==> config.mk <==
export PLATFORM = sky130hd
export DESIGN_NAME = lt_link_spi_master
export DESIGN_NICKNAME = d
export VERILOG_FILES = /design/src/rtl/lt_link_spi_master.sv
export SDC_FILE = /design/constraint.sdc
export NUM_CORES = 1
export LEC_CHECK = 0
export CAP_MARGIN = 5
export CORE_ASPECT_RATIO = 0.9
export CORE_MARGIN = 2
export CORE_UTILIZATION = 54
export CTS_CLUSTER_DIAMETER = 80
export DETAILED_ROUTE_END_ITERATION = 7
export PLACE_DENSITY = 0.85
export SYNTH_ARGS = -nofsm -noshare
export SYNTH_HDL_FRONTEND = slang
export SYNTH_SLANG_ARGS = --single-unit
export TNS_END_PERCENT = 1
==> constraint.sdc <==
create_clock -name clk -period 4.8 [get_ports clk]
set_input_delay 0.96 -clock clk [delete_from_list [all_inputs] [get_ports clk]]
set_output_delay 0.96 -clock clk [all_outputs]
set_load 0.005 [all_outputs]
==> src/rtl/lt_link_spi_master.sv <==
// lt_link_spi_master: mode-0 SPI master that sends 40-bit register read/write frames to the
// LT24 link slave and returns the 32-bit readback word. Define LT_LINK_SINT_EN to enable the SINT -> irq path.
module lt_link_spi_master #(
    parameter int CLK_DIV = 4
) (
    input  logic        clk,
    input  logic        rst,
    input  logic        cmd_valid,
    output logic        cmd_ready,
    input  logic        cmd_write,
    input  logic [6:0]  cmd_addr,
    input  logic [31:0] cmd_wdata,
    output logic        rsp_valid,
    output logic [31:0] rsp_rdata,
    output logic        busy,
    output logic        spi_sclk,
    output logic        spi_cs_n,
    output logic        spi_mosi,
    input  logic        spi_miso,
    input  logic        spi_sint,
    output logic        irq
);

    localparam logic [2:0] ST_IDLE  = 3'd0;
    localparam logic [2:0] ST_SETUP = 3'd1;
    localparam logic [2:0] ST_SHIFT = 3'd2;
    localparam logic [2:0] ST_HOLD  = 3'd3;
    localparam logic [2:0] ST_GAP   = 3'd4;

    localparam logic [7:0] DIV_LAST  = 8'(CLK_DIV - 1);
    localparam logic [6:0] EDGE_LAST = 7'd79;

    logic [2:0]  state;
    logic [7:0]  div_cnt;
    logic [6:0]  edge_cnt;
    logic [39:0] tx_sr;
    logic [31:0] rx_sr;
    logic        sclk_q;
    logic        cs_n_q;
    logic        div_done;

    assign div_done  = (div_cnt == DIV_LAST);
    assign cmd_ready = (state == ST_IDLE);
    assign busy      = (state != ST_IDLE);
    assign spi_sclk  = sclk_q;
    assign spi_cs_n  = cs_n_q;
    assign spi_mosi  = ~cs_n_q & tx_sr[39];

    // NOTE: all state below uses non-blocking assignments so every register sees pre-edge values.
    always_ff @(posedge clk or posedge rst) begin
        if (rst) begin
            state     <= ST_IDLE;
            div_cnt   <= '0;
            edge_cnt  <= '0;
            tx_sr     <= '0;
            rx_sr     <= '0;
            sclk_q    <= 1'b0;
            cs_n_q    <= 1'b1;
            rsp_valid <= 1'b0;
            rsp_rdata <= '0;
        end else begin
            rsp_valid <= 1'b0;

            if (state == ST_IDLE || div_done) begin
                div_cnt <= '0;
            end else begin
                div_cnt <= div_cnt + 8'd1;
            end

            case (state)
                ST_IDLE: begin
                    edge_cnt <= '0;
                    if (cmd_valid) begin
                        tx_sr  <= {cmd_write, cmd_addr, cmd_write ? cmd_wdata : 32'h0};
                        cs_n_q <= 1'b0;
                        state  <= ST_SETUP;
                    end
                end
                ST_SETUP: begin
                    if (div_done) begin
                        state <= ST_SHIFT;
                    end
                end
                ST_SHIFT: begin
                    // Sample at the end of the first high cycle, well clear of the slave's falling-edge update.
                    if (sclk_q && div_cnt == '0) begin
                        rx_sr <= {rx_sr[30:0], spi_miso};
                    end
                    if (div_done) begin
                        if (edge_cnt == EDGE_LAST) begin
                            edge_cnt <= '0;
                            sclk_q   <= 1'b0;
                            state    <= ST_HOLD;
                        end else begin
                            edge_cnt <= edge_cnt + 7'd1;
                            sclk_q   <= ~sclk_q;
                            if (sclk_q) begin
                                tx_sr <= {tx_sr[38:0], 1'b0};
                            end
                        end
                    end
                end
                ST_HOLD: begin
                    if (div_done) begin
                        cs_n_q    <= 1'b1;
                        rsp_valid <= 1'b1;
                        rsp_rdata <= rx_sr;
                        state     <= ST_GAP;
                    end
                end
                ST_GAP: begin
                    if (div_done) begin
                        state <= ST_IDLE;
                    end
                end
                default: begin
                    state  <= ST_IDLE;
                    sclk_q <= 1'b0;
                    cs_n_q <= 1'b1;
                end
            endcase
        end
    end

`ifdef LT_LINK_SINT_EN
    logic [2:0] sint_sync;
    logic       irq_q;

    // Two synchronizer stages plus one history stage for rising-edge detection.
    always_ff @(posedge clk or posedge rst) begin
        if (rst) begin
            sint_sync <= '0;
            irq_q     <= 1'b0;
        end else begin
            sint_sync <= {sint_sync[1:0], spi_sint};
            irq_q     <= sint_sync[1] & ~sint_sync[2];
        end
    end

    assign irq = irq_q;
`else
    logic unused_sint;

    assign unused_sint = spi_sint;
    assign irq         = 1'b0;
`endif

endmodule

==> results_dict.tcl, run 1 <==
set metrics [dict create \
    p_sw_mw 1.29 \
    die_area_um2 11400 \
    vias_per_cell 5.92 \
    synth_top_area_share_pct 54.6 \
    crit_family "flip-flops" \
    die_x_um 112 \
    path_cells "or3_1 > inv_1 > clkdlybuf4s50_1" \
    pwr-share-seq_pct 39.2 \
    ys_seq_area_share_pct 55.1 \
    wl_per_cell_um 17.2 \
    cts_tree "built" \
    area.growth.synth_to_final_pct 24.7 \
    synth_seq_cells 125 \
    antenna_cells 0 \
    clkLatencyLatePin_ns 0.42 \
    cts_buffer_depth 2 \
    min_period_ns 3.09 \
    grt_usage_pct 22.4 \
    rsz0062_at_grt "false" \
    crit_required_ns 3.84 \
    hold_slack_ns 0.515 \
    antenna_found_initial 0 \
    clock_power_share_pct 34.0 \
    htreeDepth 4 \
    worstSetupStartpointType "register" \
    cts_hold_buffers 0 \
    holdCritPathClass "reg2reg" \
    crit_path_top_delay_cell "dfrtp_1" \
    grt_pass1_vias 4076 \
    period_share_pct 64.4 \
    first_pass_iters 7 \
    synth-main-ff-cell "dfrtp_1" \
    synth_edf_count 0 \
    finalPower_mw 3.75 \
    swShare_pct 34.3 \
    tightest_slew_ns 1.07 \
    min_from "rsp_rdata[0]" \
    place_congestion 0.848 \
    synth_area_leader_cell "dfrtp_1" \
    hpwlAfterDp_um 7050 \
    async_reset_ff_share_pct 100 \
    grt_overflow 0 \
    finalSetupViolations 0 \
    critPathMaxFanout 18 \
    r2r_end "tx_sr[37]" \
    end_kind "output pin" \
    final_antenna_net_count 0 \
    fmax_ghz 0.323 \
    wirelength_um 12100 \
    mappedNetlistNets 542 \
    drt-initial-drc-count 452 \
    cts_setup_buffers 0 \
    final_nets 608 \
    cap_violations 0 \
    grt_pass1_wl_um 20400 \
    setup_ws_ns 1.71 \
    cts-root-buf "clkbuf_16" \
    leakagePower_nw 3.26 \
    vias 4156 \
    path_buf_inv 2 \
    p_per_area_nw_per_um2 529 \
    port_buffers 81 \
    start_util_pct 55.5 \
    p_int_mw 2.47 \
    crit_type "reg2out" \
    p_comb_share_pct 26.8 \
    grt_max_degree 126 \
    slew_headroom_pct 28.3 \
    synth.distinct_cells 51 \
    netlist_instances 494 \
    status "finished, final reports clean" \
    hold_viol 0 \
    yosys_warnings 0 \
    fin_tns_setup_ns 0 \
    coreArea_um2 10200 \
    fin_skew_ns 0.00884 \
    holdPathEnd "rsp_rdata[0]" \
    drive_gt1_share_pct 19.5 \
    ir_drop_mv 0.339 \
    r2r_start "div_cnt[1]" \
    avgSynthCellArea_um2 11.5 \
    syn_area_um2 5680 \
    fp.dieH_um 101 \
    finish.utilization_pct 69.2 \
    rows 35 \
    numCtsBuffers 17 \
    worstHoldPathCells 1 \
    synthTopCellsByArea "dfrtp_1 (55%), mux2_4 (9.0%), mux2_2 (6.1%), a31oi_1 (4.4%), a21oi_1 (3.8%)" \
    dp_slack_ns 1.55 \
    drc_errors 0 \
    ios 84 \
    slew_violations 0 \
    path_clk_slew_ns 0.06 \
    r2r_cells 6 \
    cts-resized-gates 0 \
    crit_path_max_incr_delay_ns 0.61 \
    worstPathArrival_ns 2.13 \
    cts_sinks 125 \
    r2r_setup_slack_ns 1.88 \
]
==> placed cells by master (no fill, tap or decap), types with 2 or more instances in the layout <==
cell,instances
a211oi_1,2
a21oi_1,43
a22o_1,2
a31oi_1,40
and2_1,2
and3_1,4
buf_4,5
bufinv_16,2
clkbuf_16,17
clkdlybuf4s50_1,81
clkinv_2,3
clkinv_4,3
dfrtp_1,124
ha_1,3
inv_1,8
inv_6,3
inv_8,2
mux2_2,31
mux2_4,34
nand2_1,54
nand2b_1,2
nand3_1,38
nand3b_1,2
nand4_1,2
nor2_1,14
nor2b_1,2
nor3_1,3
o21ai_0,6
o21ai_1,2
o31a_1,2
o31ai_1,3
o41ai_1,2
xnor2_1,2
xor2_1,6
==> state kept, by name, indices dropped and copies added (netlist names) <==
| name | flops |
|---|---|
| spi_cs_n | 1 |
| rsp_rdata | 32 |
| div_cnt | 8 |
| state | 3 |
| edge_cnt | 7 |
| spi_sclk | 1 |
| rx_sr | 32 |
| tx_sr | 40 |
| rsp_valid | 1 |
==> power groups by stage <==
stage / clock (mW) / sequential, mW / combinational [mW]
after floorplan: 0 / 1.40 / 0.791
after global placement: 0 / 1.46 / 0.943
after detailed placement: 0 / 1.47 / 0.986
after CTS: 1.29 / 1.47 / 1.00
after global routing: 1.33 / 1.50 / 1.12
final: 1.28 / 1.47 / 1.00
==> layer usage <==
layer	part of all wire, %	GRT usage, %
met1	43	29.1
met2	49	36.3
met3	6.4	5.15
met4	1.8	10.5
met5	0	0
==> kinds of logic after synthesis <==
logic type | share of synthesized area [%]
AOI/OAI and AO/OA | 11.2
xor gates and xnor gates | 1.23
adders and majority gates | 0.660
buffers and inverters | 4.38
DFF | 55.1
muxes | 15.1
other | 0.0660
and+or+nand+nor | 12.2
==> worst max path at each step <==
stage,startpoint,end,slack (ns),cells after the start
finish,state[1],cmd_ready,1.71,3
global placement,cmd_valid,tx_sr[37],1.55,6
floorplan,rst,div_cnt[0],0.51,1
global route,state[1],cmd_ready,1.63,3
detailed placement,cmd_valid,tx_sr[37],1.55,6
CTS,state[1],cmd_ready,1.70,3
==> stage by stage <==
stage	instance area (µm²)	cells
after floorplan	5680	494
after global placement	6500	670
after detailed placement	6500	670
after CTS	7090	702
after global routing	7090	702
final	7090	702
==> worst reg2reg max path: cells and delay by family (launching register included) <==
kind / cells / cell delay (ns)
compound gates: 2 / 0.37
buf+inv: 1 / 0.34
flops: 1 / 0.43
simple gates: 2 / 1.37
fa+ha+maj: 1 / 0.28
==> cell type report <==
class | count | area, µm²
clock buffers | 18 | 429
clock inverters | 14 | 158
fillers | 762 | 3160
inverters | 9 | 36.3
multi-input cells | 320 | 2310
flip-flops and latches | 125 | 3130
well taps | 129 | 161
repair buffers | 87 | 868
==> synth_stat cells (4+ instances only) <==
cell        n
dfrtp_1   124
nand2_1    54
a21oi_1    43
a31oi_1    40
nand3_1    38
mux2_4     34
mux2_2     31
clkbuf_1   19
nor2_1     14
buf_2      10
inv_1       9
buf_6       6
o21ai_0     6
xor2_1      6
and3_1      4
Power figures use the tool's default switching activity.
==> run 2: changes to the inputs <==
- clock period: 4.8 -> 3.2 ns (I/O delays scaled with it)
==> results_dict.tcl, run 2 (synthesis results as in run 1) <==
set metrics [dict create \
    grt_usage_pct 21.2 \
    status "finished, final reports clean" \
    die_x_um 112 \
    final_cell_mix "dfrtp_1 (124), clkdlybuf4s50_1 (81), nand2_1 (54), a21oi_1 (43), a31oi_1 (40)" \
    largest_register "tx_sr" \
    cap_violations 0 \
    grt_overflow 0 \
    wirelength_um 11800 \
    top_regs "tx_sr (40), rsp_rdata (32), rx_sr (32)" \
    ir_drop_mv 0.532 \
    port_buffers 81 \
    grt_pass1_vias 4058 \
    layout_commonest_cell "dfrtp_1" \
    p_per_area_nw_per_um2 799 \
    finish.utilization_pct 69.5 \
    cts-root-buf "clkbuf_16" \
    clock_power_share_pct 34.8 \
    hold_viol 0 \
    crit_type "reg2out" \
    cts_setup_buffers 0 \
    place_congestion 0.854 \
    finalSetupViolations 0 \
    worstPathArrival_ns 2.11 \
    path_clk_slew_ns 0.06 \
    fmax_ghz 0.363 \
    numCtsBuffers 17 \
    r2r_cells 5 \
    cts_sinks 125 \
    grt_pass1_wl_um 19500 \
    drc_errors 0 \
    leakagePower_nw 3.26 \
    area.growth.synth_to_final_pct 25.3 \
    slew_headroom_pct 31.4 \
    fp.dieH_um 101 \
    rsz0062_at_grt "false" \
    vias_per_cell 5.89 \
    p_int_mw 3.78 \
    slew_violations 0 \
    final_nets 609 \
    swShare_pct 33.6 \
    ios 84 \
    wl_per_cell_um 16.8 \
    drt-initial-drc-count 302 \
    start_util_pct 55.5 \
    end_kind "output pin" \
    fin_tns_setup_ns 0 \
    antenna_cells 0 \
    tightest_slew_ns 1.02 \
    cts-resized-gates 0 \
    worstSetupStartpointType "register" \
    holdCritPathClass "reg2reg" \
    crit_required_ns 2.56 \
    grt_max_degree 126 \
    p_comb_share_pct 26.4 \
    antenna_found_initial 0 \
    rows 35 \
    cts_hold_buffers 0 \
    pwr-share-seq_pct 38.8 \
    drive_gt1_share_pct 19.7 \
    critPathMaxFanout 18 \
    cts_tree "built" \
    worstHoldPathCells 1 \
    die_area_um2 11400 \
    period_share_pct 86.1 \
    htreeDepth 4 \
    vias 4143 \
    largest_register_ffs 40 \
    hpwlAfterDp_um 7260 \
    p_sw_mw 1.91 \
    fin_skew_ns 0.0102 \
    cts_buffer_depth 2 \
    first_pass_iters 5 \
    min_period_ns 2.75 \
    final_antenna_net_count 0 \
    coreArea_um2 10200 \
    clkLatencyLatePin_ns 0.41 \
]
## run 2: cell count changes in the layout (fill, tap and decap cells not counted), sizes merged
cell and change:
clkinv -1, clkinvlp +2, inv -2, buf +1, bufinv +1
## run 2: metrics by stage
stage          worst slack (ns)  instances  area (µm²)  hold slack [ns]  power (mW)
6_report                  0.445        703        7120            0.511        5.69
2_1_floorplan              1.02        494        5690            0.468        3.29
4_1_cts                   0.415        703        7120            0.514        5.70
3_3_place_gp              0.621        671        6510            0.487        3.62
3_5_place_dp              0.568        671        6510            0.498        3.70
5_1_grt                   0.349        703        7120            0.522        5.98
## run 2: power groups by stage
| stage | registers, mW | clock network, mW | logic (mW) |
|---|---|---|---|
| 2_1_floorplan | 2.10 | 0 | 1.19 |
| 3_3_place_gp | 2.19 | 0 | 1.42 |
| 3_5_place_dp | 2.21 | 0 | 1.49 |
| 4_1_cts | 2.20 | 2.00 | 1.50 |
| 5_1_grt | 2.25 | 2.07 | 1.66 |
| 6_report | 2.21 | 1.98 | 1.50 |
## run 2: path summary, 6_finish.rpt
check / startpoint / end / slack [ns]
hold / removal: rsp_rdata[21] / rsp_rdata[21] / 0.51
hold reg to reg: rsp_rdata[21] / rsp_rdata[21] / 0.51
max in group asynchronous: rst / rsp_rdata[11] / 1.94
min in group asynchronous: rst / rx_sr[1] / 0.74
setup / recovery: state[1] / cmd_ready / 0.45
setup reg to reg: div_cnt[0] / rsp_rdata[0] / 0.53
## run 2: layout make-up
class | instances | area (µm²)
tap | 129 | 161
multi-input combinational | 320 | 2310
sequential | 125 | 3130
clock inverter | 14 | 183
timing repair buffer | 88 | 876
inverter | 9 | 37.5
clock buffer | 18 | 429
fill | 722 | 3130
## run 2: critical path, cell delays in order, from the launching register on
cell and delay [ns]:
dfrtp_1 0.61, or3_1 0.49, inv_1 0.11, clkdlybuf4s50_1 0.50
## run 2: layer usage
| layer | GRT usage, % | part of all wire, % |
|---|---|---|
| met1 | 29.0 | 44 |
| met2 | 34.5 | 49 |
| met3 | 5.03 | 6.2 |
| met4 | 6.00 | 1.0 |
| met5 | 0 | 0 |
